==> src/rtl/state_seq_pkg.sv <==
// state_seq_pkg: shared types and constants for the millisecond phase sequencer.
//   state_e        FSM state encoding
//   sel_rep/ctrl   register-select codes for the repeat count and control word;
//                  they sit directly above the NPHASE duration registers
//   CTRL_UNIT_BIT  ctrl bit choosing PRESC-cycle ticks (1) or single clk_sys ticks (0)
package state_seq_pkg;

  typedef enum logic [1:0] {
    ST_IDLE,
    ST_EVAL,
    ST_RUN,
    ST_DONE
  } state_e;

  localparam int CTRL_UNIT_BIT = 0;

  function automatic int sel_rep(input int nphase);
    return nphase;
  endfunction

  function automatic int sel_ctrl(input int nphase);
    return nphase + 1;
  endfunction

endpackage

==> src/rtl/state_seq_tick.sv <==
// state_seq_tick: tick-enable generator for the phase counter.
//   clk_i   system clock
//   rst_i   synchronous active-high reset
//   clr_i   synchronous prescaler clear (held while a phase is being set up)
//   en_i    count enable (phase running)
//   unit_i  1 = one tick every PRESC cycles, 0 = tick every cycle
//   tick_o  tick enable, only ever high while en_i
module state_seq_tick #(
  parameter int PRESC = 10000
) (
  input  logic clk_i,
  input  logic rst_i,
  input  logic clr_i,
  input  logic en_i,
  input  logic unit_i,
  output logic tick_o
);

  localparam int PW = (PRESC > 1) ? $clog2(PRESC) : 1;

  logic [PW-1:0] pcnt_q;
  logic          wrap;

  assign wrap = (pcnt_q == PW'(PRESC - 1));

  // Cleared before each phase so the first tick lands exactly PRESC cycles in.
  always_ff @(posedge clk_i) begin
    if (rst_i || clr_i)
      pcnt_q <= '0;
    else if (en_i && unit_i)
      pcnt_q <= wrap ? '0 : pcnt_q + PW'(1);
  end

  assign tick_o = en_i && (!unit_i || wrap);

endmodule

==> src/rtl/state_seq_ms.sv <==
// state_seq_ms: programmable phase sequencer. Runs NPHASE timed phases in order,
// skipping zero-length ones, for rep passes (rep=0 runs until seq_stop).
//   clk_sys        system clock
//   state_seq_rst  synchronous active-high reset
//   seq_start      start request, honoured only in IDLE
//   seq_stop       abort from any state, no seq_done
//   load/loadchoice/datain  register write: dur[0..NPHASE-1], rep, ctrl
//   phase_out      level, bit i high while phase i runs
//   phase_start    one-cycle strobe on the first cycle of phase i
//   busy           high in any non-IDLE state
//   seq_done       one-cycle pulse on normal completion
//   cycle_cnt      completed passes in the current run (saturating)
module state_seq_ms
  import state_seq_pkg::*;
#(
  parameter int NPHASE = 6,
  parameter int CNT_W  = 16,
  parameter int PRESC  = 10000,
  parameter int SEL_W  = 4
) (
  input  logic              clk_sys,
  input  logic              state_seq_rst,
  input  logic              seq_start,
  input  logic              seq_stop,
  input  logic              load,
  input  logic [SEL_W-1:0]  loadchoice,
  input  logic [15:0]       datain,
  output logic [NPHASE-1:0] phase_out,
  output logic [NPHASE-1:0] phase_start,
  output logic              busy,
  output logic              seq_done,
  output logic [CNT_W-1:0]  cycle_cnt
);

  localparam int                IW       = $clog2(NPHASE);
  localparam int                SEL_REP  = sel_rep(NPHASE);
  localparam int                SEL_CTRL = sel_ctrl(NPHASE);
  localparam logic [NPHASE-1:0] ONE_1H   = NPHASE'(1);

  // Programming registers
  logic [CNT_W-1:0] dur_q [NPHASE];
  logic [CNT_W-1:0] rep_q;
  logic             unit_q;

  // Sequencer state
  state_e           state_q;
  logic [IW-1:0]    idx_q;
  logic [CNT_W-1:0] cnt_q;
  logic             unit_lat_q;
  logic [CNT_W-1:0] cycle_cnt_q;
  logic [NPHASE-1:0] phase_out_q, phase_start_q;
  logic             busy_q, seq_done_q;

  logic [CNT_W-1:0]  dur_cur, cyc_inc, adv_cyc;
  logic [IW-1:0]     adv_idx;
  logic [NPHASE-1:0] sel_1h;
  logic              pass_end, more, adv_done, tick, tick_clr, tick_en;

  always_ff @(posedge clk_sys) begin
    if (state_seq_rst) begin
      for (int i = 0; i < NPHASE; i++) dur_q[i] <= '0;
      rep_q  <= CNT_W'(1);
      unit_q <= 1'b0;
    end else if (load) begin
      for (int i = 0; i < NPHASE; i++)
        if (loadchoice == SEL_W'(i)) dur_q[i] <= datain[CNT_W-1:0];
      if (loadchoice == SEL_W'(SEL_REP))  rep_q  <= datain[CNT_W-1:0];
      if (loadchoice == SEL_W'(SEL_CTRL)) unit_q <= datain[CTRL_UNIT_BIT];
    end
  end

  always_comb begin
    dur_cur = '0;
    for (int i = 0; i < NPHASE; i++)
      if (idx_q == IW'(i)) dur_cur = dur_q[i];
  end

  // Advance bookkeeping shared by a skipped phase (EVAL) and an expiring one (RUN).
  // rep is compared live, widened so a saturated cycle_cnt cannot wrap the test.
  assign pass_end = (idx_q == IW'(NPHASE - 1));
  assign cyc_inc  = (&cycle_cnt_q) ? cycle_cnt_q : cycle_cnt_q + CNT_W'(1);
  assign more     = (rep_q == '0) ||
                    (({1'b0, cycle_cnt_q} + (CNT_W+1)'(1)) < {1'b0, rep_q});
  assign adv_idx  = pass_end ? '0 : idx_q + IW'(1);
  assign adv_cyc  = pass_end ? cyc_inc : cycle_cnt_q;
  assign adv_done = pass_end && !more;
  assign sel_1h   = ONE_1H << idx_q;

  assign tick_clr = (state_q == ST_EVAL);
  assign tick_en  = (state_q == ST_RUN);

  state_seq_tick #(.PRESC(PRESC)) u_tick (
    .clk_i  (clk_sys),
    .rst_i  (state_seq_rst),
    .clr_i  (tick_clr),
    .en_i   (tick_en),
    .unit_i (unit_lat_q),
    .tick_o (tick)
  );

  always_ff @(posedge clk_sys) begin
    if (state_seq_rst) begin
      state_q       <= ST_IDLE;
      idx_q         <= '0;
      cnt_q         <= '0;
      unit_lat_q    <= 1'b0;
      cycle_cnt_q   <= '0;
      phase_out_q   <= '0;
      phase_start_q <= '0;
      busy_q        <= 1'b0;
      seq_done_q    <= 1'b0;
    end else if (seq_stop) begin
      // Abort: cycle_cnt deliberately held for post-mortem readout.
      state_q       <= ST_IDLE;
      phase_out_q   <= '0;
      phase_start_q <= '0;
      busy_q        <= 1'b0;
      seq_done_q    <= 1'b0;
    end else begin
      case (state_q)
        ST_IDLE: begin
          if (seq_start) begin
            state_q     <= ST_EVAL;
            idx_q       <= '0;
            cycle_cnt_q <= '0;
            busy_q      <= 1'b1;
          end
        end
        ST_EVAL: begin
          if (dur_cur == '0) begin
            idx_q       <= adv_idx;
            cycle_cnt_q <= adv_cyc;
            seq_done_q  <= adv_done;
            state_q     <= adv_done ? ST_DONE : ST_EVAL;
          end else begin
            // Duration and unit are captured here; later writes wait for next entry.
            cnt_q         <= dur_cur;
            unit_lat_q    <= unit_q;
            phase_out_q   <= sel_1h;
            phase_start_q <= sel_1h;
            state_q       <= ST_RUN;
          end
        end
        ST_RUN: begin
          phase_start_q <= '0;
          if (tick) begin
            if (cnt_q == CNT_W'(1)) begin
              phase_out_q <= '0;
              idx_q       <= adv_idx;
              cycle_cnt_q <= adv_cyc;
              seq_done_q  <= adv_done;
              state_q     <= adv_done ? ST_DONE : ST_EVAL;
            end else begin
              cnt_q <= cnt_q - CNT_W'(1);
            end
          end
        end
        ST_DONE: begin
          seq_done_q <= 1'b0;
          busy_q     <= 1'b0;
          state_q    <= ST_IDLE;
        end
        default: state_q <= ST_IDLE;
      endcase
    end
  end

  assign phase_out   = phase_out_q;
  assign phase_start = phase_start_q;
  assign busy        = busy_q;
  assign seq_done    = seq_done_q;
  assign cycle_cnt   = cycle_cnt_q;

endmodule

==> config.mk <==
export PLATFORM = sky130hd
export DESIGN_NAME = state_seq_ms
export DESIGN_NICKNAME = d
export VERILOG_FILES = /design/src/rtl/state_seq_pkg.sv /design/src/rtl/state_seq_tick.sv /design/src/rtl/state_seq_ms.sv
export SDC_FILE = /design/constraint.sdc
export NUM_CORES = 1
export LEC_CHECK = 0
export CORE_ASPECT_RATIO = 0.5
export CORE_UTILIZATION = 45
export CTS_CLUSTER_DIAMETER = 200
export CTS_CLUSTER_SIZE = 14
export DETAILED_ROUTE_END_ITERATION = 8
export PLACE_DENSITY_LB_ADDON = 0.2
export SLEW_MARGIN = 20
export SYNTH_ARGS = -nofsm -noshare
export SYNTH_HDL_FRONTEND = slang
export SYNTH_HIERARCHICAL = 1
export SYNTH_SLANG_ARGS = --single-unit
==> constraint.sdc <==
create_clock -name clk_sys -period 3.4 [get_ports clk_sys]
set_input_delay 0.34 -clock clk_sys [delete_from_list [all_inputs] [get_ports clk_sys]]
set_output_delay 0.34 -clock clk_sys [all_outputs]
set_load 0.02 [all_outputs]
# Word-level counts from Yosys, hierarchy flattened
# Memories as Yosys holds them, arrays and structs flattened.
# Index checks and enable logic that the tools add are counted.
dict set report word_totals {
  rom_bits 0
  mem_count 1
  regBits 83
  word_cells 153
  out_inout_bits 30
  in_bits 25
  latch_bits 0
  ramBits 96
}
dict set report classes {
  n_shift 1
  add_sub_neg 5
  bitwise_logic 8
  mux 73
  div_mod_pow 0
  mul 0
  n_lt_le_gt_ge 1
  reduce_logical 29
  n_eq_ne 23
}
# memory words word_bits rd rd_clocked_by_memory_dff wr line
set mem_list {}
lappend mem_list {dur_q 6 16 6 0 6 state_seq_ms.sv:41} ;# logic [CNT_W-1:0] dur_q [NPHASE];
# operator count
set op_table {}
lappend op_table {{$mux 16} 21}
lappend op_table {{$pmux 16 s3} 1}
lappend op_table {{$logic_not 16->1} 2}
lappend op_table {{$pmux 16 s2} 1}
lappend op_table {{$mux 1} 30}
lappend op_table {{$pmux 6 s2} 2}
lappend op_table {{$mux 6} 3}
lappend op_table {{$add 16x1->17 const B} 1}
lappend op_table {{$lt 17x16->1} 1}
lappend op_table {{$add 16x1->16 const B} 1}
lappend op_table {{$eq 16x1->1 const B} 1}
lappend op_table {{$eq 4x3->1 const B} 4}
lappend op_table {{$reduce_and 16->1} 1}
lappend op_table {{$sub 16x1->16 const B} 1}
lappend op_table {{$mux 3} 5}
lappend op_table {{$add 14x1->14 const B} 1}
lappend op_table {{$eq 14x14->1 const B} 1}
lappend op_table {{$mux 14} 1}
lappend op_table {{$ne 2x2->1 const B} 6}
lappend op_table {{$mux 2} 5}
lappend op_table {{$pmux 3 s3} 1}
lappend op_table {{$eq 4x2->1 const B} 2}
lappend op_table {{$pmux 2 s4} 1}
lappend op_table {{$reduce_and 2->1} 4}
lappend op_table {{other kinds (25)} 43}

# Longest topological paths before layout
dict set report depth {
  ltp_word 10
  mapped_depth 13
}

# Hierarchy
# The synthesis kept the hierarchy.
# mod area_each_um2 instances cells_per_inst
set by_module_without_submodules {}
lappend by_module_without_submodules {state_seq_ms 8599.5 1 880}
lappend by_module_without_submodules {state_seq_tick 685.7 1 78}

# Worst setup path before layout
# No wires, ideal clock.
dict set report synth_timing {
  kind {reg2reg}
  start {register u_tick.pcnt_q[5]}
  end {register cycle_cnt_q[8], in the netlist cycle_cnt[8]}
  t_required_ns 3.284
  setup_time_ns 0.116
  path_buffers 1
  path_stages_with_launch 12
  synth_period_minus_slack_ns 3.111
  slack_ns 0.289
  arrival_ns 2.995
  path_cell_list {dfxtp_1 or4_1 or4_4 a21boi_0 inv_1 o31ai_2 nand2_1 or3_1 a21oi_1 nand2_1 buf_2 a31o_2}
}
dict set report synth_via {
  elab_chain_len 5
}
# item line
set synth_rtl {}
lappend synth_rtl {{from (decl)} state_seq_tick.sv:21} ;# logic [PW-1:0] pcnt_q;
lappend synth_rtl {{from (signal assigned)} state_seq_tick.sv:31} ;# pcnt_q <= wrap ? '0 : pcnt_q + PW'(1);
lappend synth_rtl {{$eq 14x14->1} state_seq_tick.sv:24} ;# assign wrap = (pcnt_q == PW'(PRESC - 1));
lappend synth_rtl {{$logic_or 1x1->1} state_seq_tick.sv:34} ;# assign tick_o = en_i && (!unit_i || wrap);
lappend synth_rtl {{$logic_and 1x1->1} state_seq_tick.sv:34}
lappend synth_rtl {{via tick} state_seq_ms.sv:57} ;# logic pass_end, more, adv_done, tick, tick_clr, tick_en;
lappend synth_rtl {{$ne 2x2->1 (no source line)} n/a}
lappend synth_rtl {{$reduce_and 6->1 (no source line)} n/a}
lappend synth_rtl {{to (signal assigned)} state_seq_ms.sv:132} ;# cycle_cnt_q <= adv_cyc;
lappend synth_rtl {{to (signal assigned)} state_seq_ms.sv:150} ;# cycle_cnt_q <= adv_cyc;
lappend synth_rtl {{to (decl)} state_seq_ms.sv:50} ;# logic [CNT_W-1:0] cycle_cnt_q;
# The timed path passes the listed nets, and every way through them passes these cells.
# A chain may end at the register's enable or synchronous reset.

# Worst setup path in the final report
dict set report layout_timing {
  start {register idx_q[0]}
  end {register cycle_cnt_q[2], in the netlist cycle_cnt[2]}
}
dict set report layout_via {
  elab_chain_len 10
  elab_cells_between_ends 20
}
# item line
set layout_rtl {}
lappend layout_rtl {{from (decl)} state_seq_ms.sv:47} ;# logic [IW-1:0] idx_q;
lappend layout_rtl {{from (signal assigned)} state_seq_ms.sv:131} ;# idx_q <= adv_idx;
lappend layout_rtl {{from (signal assigned)} state_seq_ms.sv:149} ;# idx_q <= adv_idx;
lappend layout_rtl {{$logic_not 3->1} state_seq_ms.sv:75} ;# if (idx_q == IW'(i)) dur_cur = dur_q[i];
lappend layout_rtl {{$mux 16 (6 in a row)} state_seq_ms.sv:75}
lappend layout_rtl {{$logic_not 16->1} state_seq_ms.sv:130} ;# if (dur_cur == '0) begin
lappend layout_rtl {{$ne 2x2->1 (no source line)} n/a}
lappend layout_rtl {{$reduce_and 6->1 (no source line)} n/a}
# Parallel ways exist; a longest one is shown, timed or not. The select of a mux whose other input is x is not followed.

==> impl_metrics.csv <==
group,metric,value,unit
outcome,status,"finished, final reports clean",
setup_path,critPathCaptureType,"register",
sta,fmax,0.3129,GHz
sta,slew_headroom,41.07,%
setup_path,slowest_delay,500,ps
die,die_w,205.1,microns
setup_path,cpMostUsedCell,"buf_4",
place,pre_cts_ws,54.89,ps
die,die_h,103.6,microns
cts,htree_levels,4,
place,place_area,10220,sq um
grt,grt_pass1_wl,39740,microns
cts,clock_sinks,179,
synthesis,ys_ff_latch,179,
synthesis,yosys-top-cells-count,"and2_1, edfxtp_1, nand2_1",
die,start_util,46.85,%
detailed_routing,drtPass1Iterations,5,
grt,grt_pass1_vias,7056,
synthesis,syn-mean-instance-area,9.692,sq um
synthesis,syn-num-nets,1008,
setup_path,slowest_stage,"dfxtp_1",
cts,ctsHoldBuffers,0,
cts,cts_tree,"built",
finish,syn2layout_area_growth,16.88,%
synthesis,synth_flop_cell,"edfxtp_1",
setup_path,crit_chain,"and2_1 > ha_2 > nor2_1 > buf_4 > o221ai_1 > nand4_1 > nor4_4 > buf_4 > a21oi_2 > buf_4 > o311ai_1 > o41ai_2",
finish,nets,1067,
synthesis,synth.distinct_cells,66,
synthesis,async_reset_ff_share,0,%
detailed_routing,drc,0,
sta,hold_violations,0,
pwr,power-per-cell-area,436.8,nW/um^2
synthesis,synthCells,958,
sta,setup_viol,0,
setup_path,r2r_cells,12,
pwr,p_leak,3.985,nW
grt,antenna_found_initial,0,
setup_path,path_max_fanout,16,
synthesis,synth_top_area_cell,"edfxtp_1",
die,dieArea,21250,sq um
sta,finalCritPeriodShare,93.99,%
sta,layout_setup_ws,204.3,ps
setup_path,crit_type,"reg2reg",
setup_path,worst_setup_path_start_kind,"register",
detailed_routing,drt.antenna.violating_nets,0,
synthesis,synth_edf_count,96,
place,io_buffers,54,
setup_path,required,3710,ps
min_path,hp-class,"in2reg",
synthesis,ys_seq_area_share,48.94,%
pwr,ir_worst_vdd,0.2857,mV
finish,finish.instance_area,10850,sq um
synthesis,yosysMostFrequentCell,"and2_1",
flow_run,max_cap_viol_count,0,
detailed_routing,drt-initial-drc-count,647,
place,gp_congestion,0.8834,
detailed_routing,totalWireLength,25510,microns
min_path,holdPathStages,2,
synthesis,synth_top_area_share,31.05,%
detailed_routing,wire_per_inst,19.68,microns
setup_path,timing.rr.start,"idx_q[0]$_SDFFE_PP0P_",
finish,fin_util,54.76,%
place,hpwl,18180,microns
die,rows,36,
finish,antenna_cells,0,
grt,grt.total_usage,24.34,%
die,coreArea,19820,sq um
min_path,holdCritStartpoint,"state_seq_rst",
setup_path,arrival,3500,ps
cts,clk_path_buf_depth,2,
synthesis,synth_area,9285,sq um
cts,cts_root_buf,"clkbuf_16",
detailed_routing,vias_per_cell,5.846,
grt,globalRouteOverflowTotal,0,
synthesis,yosys_warnings,6,
cts,clk_latency,430,ps
die,io_pins,55,
cts,clk_pin_slew,70,ps
sta,fin_crit,3196,ps
grt,grt_max_degree,44,
setup_path,worstSetupStartpoint,"idx_q[0]$_SDFFE_PP0P_",
setup_path,regToRegSetupSlack,200,ps
finish,drive_gt1_share,10.10,%
sta,tightest_slew,880.6,ps
sta,clock_skew,11.01,ps
synthesis,netlist_top_cells_area,"edfxtp_1, dfxtp_1, and2_1, nand2_1, ha_1",
sta,drv_slew,0,
cts,cts_made_buffers,17,
detailed_routing,vias,7577,
[kinds of logic (layout without fill, tap and decap cells)]
group	after synthesis	in the layout	share of synthesized area (%)
adder cells (fa/ha/maj)	25	25	3.369
XOR/XNOR	27	27	2.547
multiplexers	5	5	0.5390
flip-flops	179	179	48.94
buffers and inverters	105	176	4.622
AO/OA/AOI/OAI	209	209	16.99
AND/OR/NAND/NOR	408	409	22.99
[metal layers]
metal	GRT usage, %	share of wire, %	vias up
met5	0	0	-
met4	6.032	1.3	0
met3	4.846	7.2	26
met2	34.99	43	254
met1	37.04	48	3677
li1	-	-	3620
[stage by stage]
stage | setup TNS [ps] | cells | total power, W | hold slack, ps
6_report | 0 | 1296 | 0.004740 | 260.6
5_1_grt | -5.221 | 1296 | 0.004888 | 261.0
4_1_cts | 0 | 1293 | 0.004750 | 238.7
3_5_place_dp | 0 | 1261 | 0.002818 | 448.4
3_3_place_gp | 0 | 1261 | 0.002813 | 447.4
2_1_floorplan | 0 | 958 | 0.002650 | 436.3
[placed cells by master, fill, tap and decap left out, drive strengths merged, types with 7 or more instances in the layout]
master,count
dfxtp,83
o21ai,20
nand2,95
nor3,17
and2,100
nand4,18
o2bb2ai,7
a221oi,15
ha,25
nor4,12
xnor2,22
a21oi,47
o221ai,16
a31o,9
a22o,16
edfxtp,96
nand3,36
nor2,72
clkdlybuf4s50,53
inv,54
and3,25
buf,40
clkbuf,21
a32o,7
or3,7
a211oi,26
[path summary, 6_finish.rpt]
path / to
worst max-delay path: cycle_cnt[2]$_SDFFE_PP0P_
worst min register to register: rep_q[10]$_SDFFE_PP0P_
worst min-delay path: cycle_cnt[0]$_SDFFE_PP0P_
worst max register to register: cycle_cnt[2]$_SDFFE_PP0P_
[timing repair]
| action | 4_1_cts | 5_1_grt |
|---|---|---|
| hold endpoints to repair | 0 | 0 |
| setup buffers | 0 | 2 |
| endpoints found under the setup margin | 0 | 27 |
| resized for setup | 0 | 9 |
[registers in the layout, indices dropped and copies added (netlist names)]
signal / cells
seq_done: 1
state_q: 2
cycle_cnt: 16
phase_start: 6
u_tick/pcnt_q: 14
unit_q: 1
unit_lat_q: 1
phase_out: 6
idx_q: 3
rep_q: 16
cnt_q: 16
busy: 1
dur_q: 96
[cell type report]
type	count	area, sq um
clock inverters	11	98.84
fillers	1766	8966
inverters	51	191.4
repair buffers	93	853.3
flip-flops and latches	179	4544
well taps	266	332.8
clock buffers	21	481.7
multi-input cells	675	4350
[worst max-delay path: cells and delay by family (launching register included)]
family	cells	cell delay, ps
fa+ha+maj	1	330
simple gates	4	870
buf+inv	3	620
compound gates	4	730
flops	1	500
[report_power, final]
part / leakage (nW) / total, W / internal [W] / switching, W
sequential: 1.59 / 0.00239 / 0.00236 / 0.0000335
combinational: 2.12 / 0.000394 / 0.000131 / 0.000262
clock: 0.273 / 0.00196 / 0.00109 / 0.000864
Power figures use the tool's default switching activity.
